--- config.mk ---
export PLATFORM = sky130hd
export DESIGN_NAME = axis_ipg_delay_gate
export DESIGN_NICKNAME = d
export VERILOG_FILES = /design/src/rtl/axis_ipg_delay_gate.sv
export SDC_FILE = /design/constraint.sdc
export NUM_CORES = 1
export LEC_CHECK = 0
export CORE_AREA = 2 2 364 366
export DETAILED_ROUTE_END_ITERATION = 8
export DIE_AREA = 0 0 366 368
export GPL_TIMING_DRIVEN = 0
export PLACE_DENSITY = 0.38
export REMOVE_ABC_BUFFERS = 1
export SKIP_CTS_REPAIR_TIMING = 1
export SLEW_MARGIN = 20
export SYNTH_ARGS = -nofsm -noshare
export SYNTH_HDL_FRONTEND = slang
export SYNTH_SLANG_ARGS = --single-unit
--- constraint.sdc ---
create_clock -name axi_aclk -period 6.55 [get_ports axi_aclk]
set_input_delay 0.655 -clock axi_aclk [delete_from_list [all_inputs] [get_ports axi_aclk]]
set_output_delay 0.655 -clock axi_aclk [all_outputs]
set_load 0.01 [all_outputs]
--- src/rtl/axis_ipg_delay_gate.sv ---
// AXI-Stream inter-packet delay gate.
// Each packet is held at its first beat until a per-packet delay runs out,
// then the whole packet passes through unchanged. The delay is taken from a
// tuser field or from a software-programmed fixed gap. Packet and beat
// counters are kept for the register block.
module axis_ipg_delay_gate #(
   parameter int C_S_AXIS_DATA_WIDTH  = 256,
   parameter int C_S_AXIS_TUSER_WIDTH = 128,
   parameter int DELAY_WIDTH          = 32,
   parameter int DELAY_LSB            = 32,
   parameter int CNT_WIDTH            = 32
) (
   input  logic                              axi_aclk,
   input  logic                              rst,
   input  logic                              sw_rst,

   input  logic [C_S_AXIS_DATA_WIDTH-1:0]    s_axis_tdata,
   input  logic [C_S_AXIS_DATA_WIDTH/8-1:0]  s_axis_tstrb,
   input  logic [C_S_AXIS_TUSER_WIDTH-1:0]   s_axis_tuser,
   input  logic                              s_axis_tvalid,
   output logic                              s_axis_tready,
   input  logic                              s_axis_tlast,

   output logic [C_S_AXIS_DATA_WIDTH-1:0]    m_axis_tdata,
   output logic [C_S_AXIS_DATA_WIDTH/8-1:0]  m_axis_tstrb,
   output logic [C_S_AXIS_TUSER_WIDTH-1:0]   m_axis_tuser,
   output logic                              m_axis_tvalid,
   input  logic                              m_axis_tready,
   output logic                              m_axis_tlast,

   input  logic                              enable,
   input  logic                              delay_mode,
   input  logic [DELAY_WIDTH-1:0]            sw_ipg,

   output logic [CNT_WIDTH-1:0]              pkt_count,
   output logic [CNT_WIDTH-1:0]              beat_count
);

   typedef enum logic [1:0] {IDLE, WAIT, SEND} state_t;

   state_t                 state, state_next;
   logic [DELAY_WIDTH-1:0] delay_cnt, delay_cnt_next;
   logic [DELAY_WIDTH-1:0] delay_sel;
   logic                   rst_any;
   logic                   m_hs;

   assign rst_any = rst | sw_rst;

   // Payload is a straight wire; only the handshake is gated.
   assign m_axis_tdata = s_axis_tdata;
   assign m_axis_tstrb = s_axis_tstrb;
   assign m_axis_tuser = s_axis_tuser;
   assign m_axis_tlast = s_axis_tlast;

   // Delay source for the packet at the head; only sampled in IDLE.
   assign delay_sel = delay_mode ? sw_ipg : s_axis_tuser[DELAY_LSB +: DELAY_WIDTH];

   assign m_hs = m_axis_tvalid & m_axis_tready;

   // State and delay counter registers.
   always_ff @(posedge axi_aclk) begin
      if (rst_any) begin
         state     <= IDLE;
         delay_cnt <= '0;
      end else begin
         state     <= state_next;
         delay_cnt <= delay_cnt_next;
      end
   end

   // Next state, delay countdown and valid/ready gating. Handshake outputs
   // are forced low while reset is asserted so no beat slips through.
   always_comb begin
      state_next     = state;
      delay_cnt_next = delay_cnt;
      m_axis_tvalid  = 1'b0;
      s_axis_tready  = 1'b0;
      case (state)
         IDLE: begin
            if (s_axis_tvalid && enable) begin
               if (delay_sel == '0) begin
                  state_next = SEND;
               end else begin
                  state_next     = WAIT;
                  delay_cnt_next = delay_sel;
               end
            end
         end
         WAIT: begin
            delay_cnt_next = delay_cnt - DELAY_WIDTH'(1);
            if (delay_cnt == DELAY_WIDTH'(1)) state_next = SEND;
         end
         SEND: begin
            m_axis_tvalid = s_axis_tvalid & ~rst_any;
            s_axis_tready = m_axis_tready & ~rst_any;
            if (s_axis_tvalid && m_axis_tready && s_axis_tlast) state_next = IDLE;
         end
         default: state_next = IDLE;
      endcase
   end

   // Statistics counters, free-running and wrapping.
   always_ff @(posedge axi_aclk) begin
      if (rst_any) begin
         pkt_count  <= '0;
         beat_count <= '0;
      end else if (m_hs) begin
         beat_count <= beat_count + CNT_WIDTH'(1);
         if (s_axis_tlast) pkt_count <= pkt_count + CNT_WIDTH'(1);
      end
   end

endmodule

==> impl_metrics.json, run 1 <==
{
  "comb_power_share_pct": 18.5,
  "place.gp.congestion": 1.45,
  "clockBufferDepth": 2,
  "drt_wl_total_um": 198000,
  "clk_pin_slew_ps": 80,
  "first_pass_iters": 5,
  "worst-setup-path-type": "input port to output port",
  "synth_cell_types": 55,
  "dp_cells": 2602,
  "peakVddDrop_v": 0.000111,
  "pwr-share-seq_pct": 40.1,
  "required_ps": 5890,
  "grt_max_degree": 50,
  "synth-edff-count": 0,
  "setup_ws_ps": 2840,
  "vias": 8357,
  "maxCapViolCount": 0,
  "power.switching_mw": 0.535,
  "fin_skew_ps": 20.4,
  "p_int_mw": 0.998,
  "hold_class": "register to register",
  "grt_usage_pct": 28.6,
  "syn_area_per_cell_um2": 7.70,
  "p_total_mw": 1.53,
  "ys_seq_area_share_pct": 22.7,
  "maxSlewHeadroom_pct": 22.1,
  "routedWlPerCell_um": 75.6,
  "r2r-start": "state[1]",
  "rsz0062_at_grt": "false",
  "viasPerCell": 3.19,
  "path_max_fanout": 6,
  "critPathCaptureType": "output port",
  "fmax_mhz": 270,
  "cts_buffers": 9,
  "period_share_pct": 56.6,
  "yosysTopAreaCell": "buf_4",
  "cp-start-kind": "input port",
  "grt_overflow": 0,
  "async_flop_share_pct": 0,
  "numPortBuffers": 170,
  "worstPathArrival_ps": 3060,
  "row_count": 133,
  "hold_viol": 0,
  "worstMarginPinSlew_ps": 1160,
  "yosysMostFrequentCell": "buf_4",
  "layout.cells.non_filler": 2620,
  "drc": 0,
  "dieWidth_um": 366,
  "final-max-slew-violation-count": 0,
  "num_io_pins": 939,
  "setup_tns_ps": 0,
  "area_growth_pct": 13.0,
  "crit_start": "sw_rst",
  "die_h_um": 368,
  "dp_hpwl_um": 191000,
  "syn_area_um2": 8660,
  "yosys.area.top_type_share_pct": 36.2,
  "outcome": "finished, final reports clean",
  "antenna_found_initial": 4,
  "power_leakage_nw": 2.71,
  "final_net_count": 1318,
  "htreeDepth": 3,
  "grt_pass1_wl_um": 216000,
  "place_area_um2": 9460,
  "drive_gt1_share_pct": 5.79,
  "clockPowerShare_pct": 41.4,
  "finalInstanceArea_um2": 9780,
  "min_period_ps": 3710,
  "drt_first_iter_violations": 772,
  "start_util_pct": 6.62,
  "cts-root-buf": "clkbuf_16",
  "cts_tree": "built",
  "die_area_um2": 135000,
  "cts_sinks": 98,
  "grt_pass1_vias": 7026,
  "synth_seq_cells": 98,
  "pre_cts_ws_ps": 2560,
  "setup_viol": 0,
  "switching_share_pct": 34.9,
  "power_density_nw_per_um2": 157,
  "min-delay-start": "delay_cnt[23]",
  "syn_inst": 1124,
  "yosysWarnings": 0,
  "netlist_top_cells_count": "buf_4 (417), dfxtp_1 (98), nor2_1 (90)",
  "netlist_top_cells_area": "buf_4 (36%), dfxtp_1 (23%), nor2_1 (3.9%)",
  "clk_latency_ps": 410,
  "ant_nets": 0,
  "ys.flop_type": "dfxtp_1",
  "core_um2": 131000
}
## power groups by stage
stage	sequential, mW	clock, mW	combinational, mW
5_1_grt	0.617	0.675	0.313
2_1_floorplan	0.625	0	0.124
4_1_cts	0.615	0.659	0.287
3_5_place_dp	0.629	0	0.286
6_report	0.615	0.634	0.284
3_3_place_gp	0.628	0	0.277
## cell usage in the layout, fill, tap and decap left out, types with 3 or more instances in the layout
| cell type | netlist | routed |
|---|---|---|
| a211o_1 | 3 | 3 |
| a21oi_1 | 56 | 56 |
| a31oi_1 | 13 | 12 |
| and2_1 | 11 | 11 |
| and3_1 | 14 | 14 |
| and4_1 | 7 | 7 |
| buf_16 | 0 | 3 |
| clkbuf_16 | 0 | 9 |
| clkdlybuf4s50_1 | 0 | 169 |
| clkinv_4 | 0 | 3 |
| dfxtp_1 | 98 | 98 |
| ha_1 | 4 | 4 |
| inv_1 | 8 | 8 |
| mux2_2 | 5 | 5 |
| mux2i_1 | 30 | 30 |
| nand2_1 | 61 | 61 |
| nand3_1 | 33 | 33 |
| nand4_1 | 21 | 21 |
| nor2_1 | 90 | 88 |
| nor3_1 | 24 | 24 |
| nor4_1 | 21 | 19 |
| nor4_4 | 1 | 3 |
| o211ai_1 | 7 | 7 |
| o21a_1 | 4 | 4 |
| o21ai_0 | 49 | 49 |
| o22ai_1 | 6 | 6 |
| or3_1 | 17 | 17 |
| or4_1 | 5 | 5 |
| xnor2_1 | 13 | 13 |
| xor2_1 | 34 | 34 |
## metrics by stage
stage	utilization (%)	hold slack [ps]
floorplan	-	435
global placement	7.09	450
detailed placement	7.24	452
CTS	7.47	463
global route	7.48	490
finish	7.48	463
## cell families after synthesis
kind of cell	share of synthesized area, %
compound gates	10.6
mux	4.12
simple gates	19.1
fa+ha+maj	0.578
buf+inv	38.2
xor+xnor	4.75
flops	22.7
## critical path, cell delays in order
cell             delay, ps
clkdlybuf4s50_1        540
nor4b_4                710
and2_1                 500
clkdlybuf4s50_1        630
## routing by layer
metal  up-vias  track usage [%]  wire length (um)
li1       2890                -                 -
met1      3506             6.89             18400
met2      1737             50.0             97300
met3       174             44.9             64900
met4        50             16.6             14100
met5         -             18.2              3300
## registers in the layout (all words and copies together) (netlist names)
register and count:
beat_count 32, delay_cnt 32, pkt_count 32, state 2
## path summary, 6_finish.rpt
check / endpoint / depth (start not counted) / slack, ps
setup / recovery: s_axis_tready / 4 / 2840
hold / removal: delay_cnt[23] / 2 / 460
setup reg to reg: beat_count[31] / 6 / 3190
hold reg to reg: delay_cnt[23] / 2 / 460
## cell type report
class,instances,area [um^2]
clock inverters,7,81.3
flip-flops and latches,98,1960
diodes,2,5.00
well taps,1755,2200
clock buffers,9,225
multi-input cells,565,3450
repair buffers,176,1830
inverters,8,30.0
fillers,15500,121000
No activity file was read; power rests on OpenSTA's default activity.
==> run 2, diff against run 1 <==
--- a/config.mk
+++ b/config.mk
@@ -5,9 +5,9 @@
 export SDC_FILE = /design/constraint.sdc
 export NUM_CORES = 1
 export LEC_CHECK = 0
-export CORE_AREA = 2 2 364 366
+export CORE_AREA = 2 2 365 367
 export DETAILED_ROUTE_END_ITERATION = 8
-export DIE_AREA = 0 0 366 368
+export DIE_AREA = 0 0 367 369
 export GPL_TIMING_DRIVEN = 0
 export PLACE_DENSITY = 0.38
 export REMOVE_ABC_BUFFERS = 1
==> constraint.sdc (replaced) <==
create_clock -name axi_aclk -period 3.7 [get_ports axi_aclk]
set_input_delay 0.37 -clock axi_aclk [delete_from_list [all_inputs] [get_ports axi_aclk]]
set_output_delay 0.37 -clock axi_aclk [all_outputs]
set_load 0.01 [all_outputs]
==> run 2 against run 1 <==
  * Sequential power rose by 77%
  * Highest routed layer unchanged
  * Register-to-register slack got worse by 2600 ps
  * Critical endpoint unchanged
  * Largest power group unchanged
  * Via count up 0.18%
  * Clock-buffer cell count unchanged
  * Sequential share of layout area hardly changed
  * Worst setup slack worse by 2300 ps
  * Cell count unchanged
==> impl_metrics.json, run 2 (synthesis results as in run 1) <==
{
  "outcome": "finished, final reports clean",
  "die_area_um2": 135000,
  "hold_viol": 0,
  "cp-start-kind": "register",
  "routedWlPerCell_um": 75.7,
  "vias": 8372,
  "place.gp.congestion": 1.45,
  "start_util_pct": 6.60,
  "min_period_ps": 3190,
  "drt_first_iter_violations": 777,
  "cts_sinks": 98,
  "final-max-slew-violation-count": 0,
  "first_pass_iters": 8,
  "dp_hpwl_um": 191000,
  "peakVddDrop_v": 0.000227,
  "num_io_pins": 939,
  "power_leakage_nw": 2.72,
  "setup_ws_ps": 509,
  "maxCapViolCount": 0,
  "cts_tree": "built",
  "clk_latency_ps": 420,
  "power_density_nw_per_um2": 278,
  "cts_buffers": 9,
  "setup_viol": 0,
  "worst-setup-path-type": "register to output port",
  "htreeDepth": 3,
  "core_um2": 131000,
  "dr.max_layer_used": "met5",
  "grt_pass1_wl_um": 215000,
  "cts-root-buf": "clkbuf_16",
  "drc": 0,
  "drive_gt1_share_pct": 5.91,
  "period_share_pct": 86.2,
  "dieWidth_um": 367,
  "grt_usage_pct": 28.4,
  "critPathCaptureType": "output port",
  "worstMarginPinSlew_ps": 1030,
  "required_ps": 3330,
  "largestRegisters": "beat_count: 32 flops, delay_cnt: 32 flops, pkt_count: 32 flops",
  "routed-wl-met2_um": 98600,
  "wl_met1_um": 19200,
  "final_common_cell": "clkdlybuf4s50_1",
  "route.met3.wl_um": 64500,
  "rsz0062_at_grt": "false",
  "fmax_mhz": 313,
  "final_cell_mix": "clkdlybuf4s50_1 (169), dfxtp_1 (98), nor2_1 (88), nand2_1 (61), a21oi_1 (56)",
  "grt_pass1_vias": 7002,
  "maxSlewHeadroom_pct": 30.8,
  "die_h_um": 369,
  "grt_max_degree": 54,
  "ant_nets": 0,
  "numPortBuffers": 170,
  "viasPerCell": 3.20,
  "grt_overflow": 0,
  "antenna_found_initial": 8,
  "place_area_um2": 9470,
  "clockBufferDepth": 2,
  "finalInstanceArea_um2": 9790,
  "worstPathArrival_ps": 2820,
  "fin_skew_ps": 30.4,
  "pre_cts_ws_ps": 152,
  "clk_pin_slew_ps": 90,
  "final_net_count": 1318,
  "area_growth_pct": 13.1,
  "utilization_pct": 7.47,
  "path_max_fanout": 11,
  "hold_class": "register to register",
  "row_count": 133,
  "drt_wl_total_um": 198000
}
run 2: cell counts in the layout (fill, tap and decap cells not counted):
No cell type changed its count.
run 2: through the flow:
step	setup TNS (ps)	power, mW	std cells	hold slack, ps
floorplan	0	1.33	671	435
global placement	-35120	1.60	2596	454
detailed placement	0	1.62	2602	452
CTS	0	2.77	2618	465
global route	0	2.83	2619	497
finish	0	2.73	2620	473
run 2: path summary, 6_finish.rpt:
kind                               startpoint        endpoint  slack [ps]  depth (start not counted)
worst max-delay path                 state[1]   s_axis_tready         510                          3
worst min register to register  delay_cnt[23]   delay_cnt[23]         470                          2
worst max register to register       state[1]  beat_count[25]         560                          6
worst min-delay path            delay_cnt[23]   delay_cnt[23]         470                          2
run 2: worst max-delay path: stages (launching register included):
cell and delay (ps):
dfxtp_1 640, nor4b_4 750, and2_1 290, clkdlybuf4s50_1 720
run 2: metal layers:
| layer | track usage [%] | up-vias |
|---|---|---|
| li1 | - | 2890 |
| met1 | 7.08 | 3504 |
| met2 | 50.3 | 1778 |
| met3 | 44.4 | 152 |
| met4 | 15.6 | 48 |
| met5 | 17.1 | - |
run 2: power by group:
| group | switching [mW] | leakage [nW] | internal, mW |
|---|---|---|---|
| Combinational | 0.293 | 1.78 | 0.212 |
| Sequential | 0.0210 | 0.791 | 1.07 |
| Clock | 0.646 | 0.149 | 0.485 |
| Total | 0.959 | 2.72 | 1.77 |
run 2: layout make-up:
| type | instances | area [um^2] |
|---|---|---|
| fill | 15600 | 121000 |
| tap | 1755 | 2200 |
| timing repair buffer | 176 | 1830 |
| clock buffer | 9 | 225 |
| sequential | 98 | 1960 |
| multi-input combinational | 565 | 3460 |
| clock inverter | 7 | 81.3 |
| antenna | 2 | 5.00 |
| inverter | 8 | 30.0 |
==> run 3, diff against run 2 <==
--- a/config.mk
+++ b/config.mk
@@ -8,7 +8,6 @@
 export CORE_AREA = 2 2 365 367
 export DETAILED_ROUTE_END_ITERATION = 8
 export DIE_AREA = 0 0 367 369
-export GPL_TIMING_DRIVEN = 0
 export PLACE_DENSITY = 0.38
 export REMOVE_ABC_BUFFERS = 1
 export SKIP_CTS_REPAIR_TIMING = 1
==> run 3 against run 2 <==
  * Total power shrank 1.3%
  * Worst setup slack lost 210 ps
  * Sequential share of layout area grew 0.11 points
  * Critical endpoint is now state[1]
==> impl_metrics.json, run 3 (synthesis results as in run 1) <==
{
  "min_period_ps": 3400,
  "cts_tree": "built",
  "num_io_pins": 939,
  "setup_viol": 0,
  "cp-start-kind": "register",
  "power_leakage_nw": 2.73,
  "die_area_um2": 135000,
  "fin_skew_ps": 15.1,
  "maxSlewHeadroom_pct": 2.55,
  "power.switching_mw": 0.924,
  "ant_nets": 0,
  "comb_power_share_pct": 19.0,
  "drt_first_iter_violations": 888,
  "layout.cells.non_filler": 2633,
  "clk_latency_ps": 400,
  "final_net_count": 1332,
  "grt_max_degree": 62,
  "vias": 8611,
  "final_cell_mix": "clkdlybuf4s50_1 (169), dfxtp_1 (98), nor2_1 (88), nand2_1 (61), a21oi_1 (56)",
  "viasPerCell": 3.27,
  "routedWlPerCell_um": 75.8,
  "htreeDepth": 3,
  "final_common_cell": "clkdlybuf4s50_1",
  "numPortBuffers": 170,
  "pre_cts_ws_ps": 545,
  "rsz0062_at_grt": "false",
  "gr-usage-met2_pct": 49.8,
  "worstPathArrival_ps": 3750,
  "cts_sinks": 98,
  "core_um2": 131000,
  "path_max_fanout": 10,
  "clk_pin_slew_ps": 100,
  "p_total_mw": 2.69,
  "setup_tns_ps": 0,
  "worstMarginPinSlew_ps": 1450,
  "fmax_mhz": 294,
  "die_h_um": 369,
  "peakVddDrop_v": 0.000226,
  "setup_ws_ps": 295,
  "final-max-slew-violation-count": 0,
  "power_density_nw_per_um2": 276,
  "grt_pass1_vias": 7105,
  "largestRegisters": "beat_count: 32 flops, delay_cnt: 32 flops, pkt_count: 32 flops",
  "grt_overflow": 0,
  "clockPowerShare_pct": 40.5,
  "busiest_layer": "met2",
  "antenna_found_initial": 3,
  "drc": 0,
  "p_int_mw": 1.77,
  "worst-setup-path-type": "register to register",
  "switching_share_pct": 34.3,
  "dieWidth_um": 367,
  "clockBufferDepth": 2,
  "grt_usage_pct": 28.6,
  "cts_buffers": 9,
  "maxCapViolCount": 0,
  "hold_viol": 0,
  "critPathCaptureType": "register",
  "grt_use_met1_pct": 7.57,
  "dp_cells": 2616,
  "dp_hpwl_um": 192000,
  "place.gp.congestion": 1.47,
  "outcome": "finished, final reports clean",
  "area_growth_pct": 12.5,
  "utilization_pct": 7.43,
  "drive_gt1_share_pct": 6.84,
  "grtUsageMet3_pct": 44.5,
  "start_util_pct": 6.60,
  "first_pass_iters": 6,
  "period_share_pct": 92.0,
  "cts-root-buf": "clkbuf_16",
  "row_count": 133,
  "grt_pass1_wl_um": 217000,
  "required_ps": 4040,
  "hold_class": "register to register",
  "pwr-share-seq_pct": 40.5,
  "drt_wl_total_um": 199000
}
run 3: cell count changes in the layout (fill, tap and decap cells not counted), sizes merged:
| cell | delta |
|---|---|
| diode | -1 |
| inv | +1 |
| clkinv | -1 |
| buf | +14 |
run 3: layer usage:
| metal | part of all wire (%) | vias up |
|---|---|---|
| li1 | - | 2917 |
| met1 | 10 | 3736 |
| met2 | 49 | 1761 |
| met3 | 32 | 145 |
| met4 | 7.0 | 52 |
| met5 | 1.5 | - |
run 3: critical path: stages (launching register included):
cell	delay, ps
dfxtp_1	390
or4_1	610
nor4_2	490
buf_4	270
nand3_1	130
o21ai_0	1170
a22o_1	280
run 3: path summary, 6_finish.rpt:
| check | from | to | slack, ps | cells past startpoint |
|---|---|---|---|---|
| worst max-delay path | delay_cnt[4] | state[1] | 300 | 6 |
| worst min-delay path | delay_cnt[22] | delay_cnt[22] | 470 | 2 |
| worst max register to register | delay_cnt[4] | state[1] | 300 | 6 |
| worst min register to register | delay_cnt[22] | delay_cnt[22] | 470 | 2 |
run 3: metrics by stage:
stage	hold WS, ps	area (um^2)
floorplan	435	5380
global placement	452	9430
detailed placement	453	9430
CTS	467	9740
global route	488	9740
finish	468	9740
run 3: final cells by class:
| cell class | instances | area, um^2 |
|---|---|---|
| Antenna cell | 1 | 2.50 |
| Timing Repair Buffer | 190 | 1850 |
| Clock inverter | 7 | 81.3 |
| Fill cell | 15600 | 121000 |
| Tap cell | 1755 | 2200 |
| Inverter | 8 | 30.0 |
| Clock buffer | 9 | 225 |
| Sequential cell | 98 | 1960 |
| Multi-Input combinational cell | 565 | 3400 |
run 3: power by group through the flow:
stage | logic, mW | clock network (mW) | registers [mW]
after floorplan | 0.220 | 0 | 1.11
after global placement | 0.509 | 0 | 1.11
after detailed placement | 0.504 | 0 | 1.11
after CTS | 0.507 | 1.12 | 1.09
after global routing | 0.551 | 1.16 | 1.09
final | 0.511 | 1.09 | 1.09
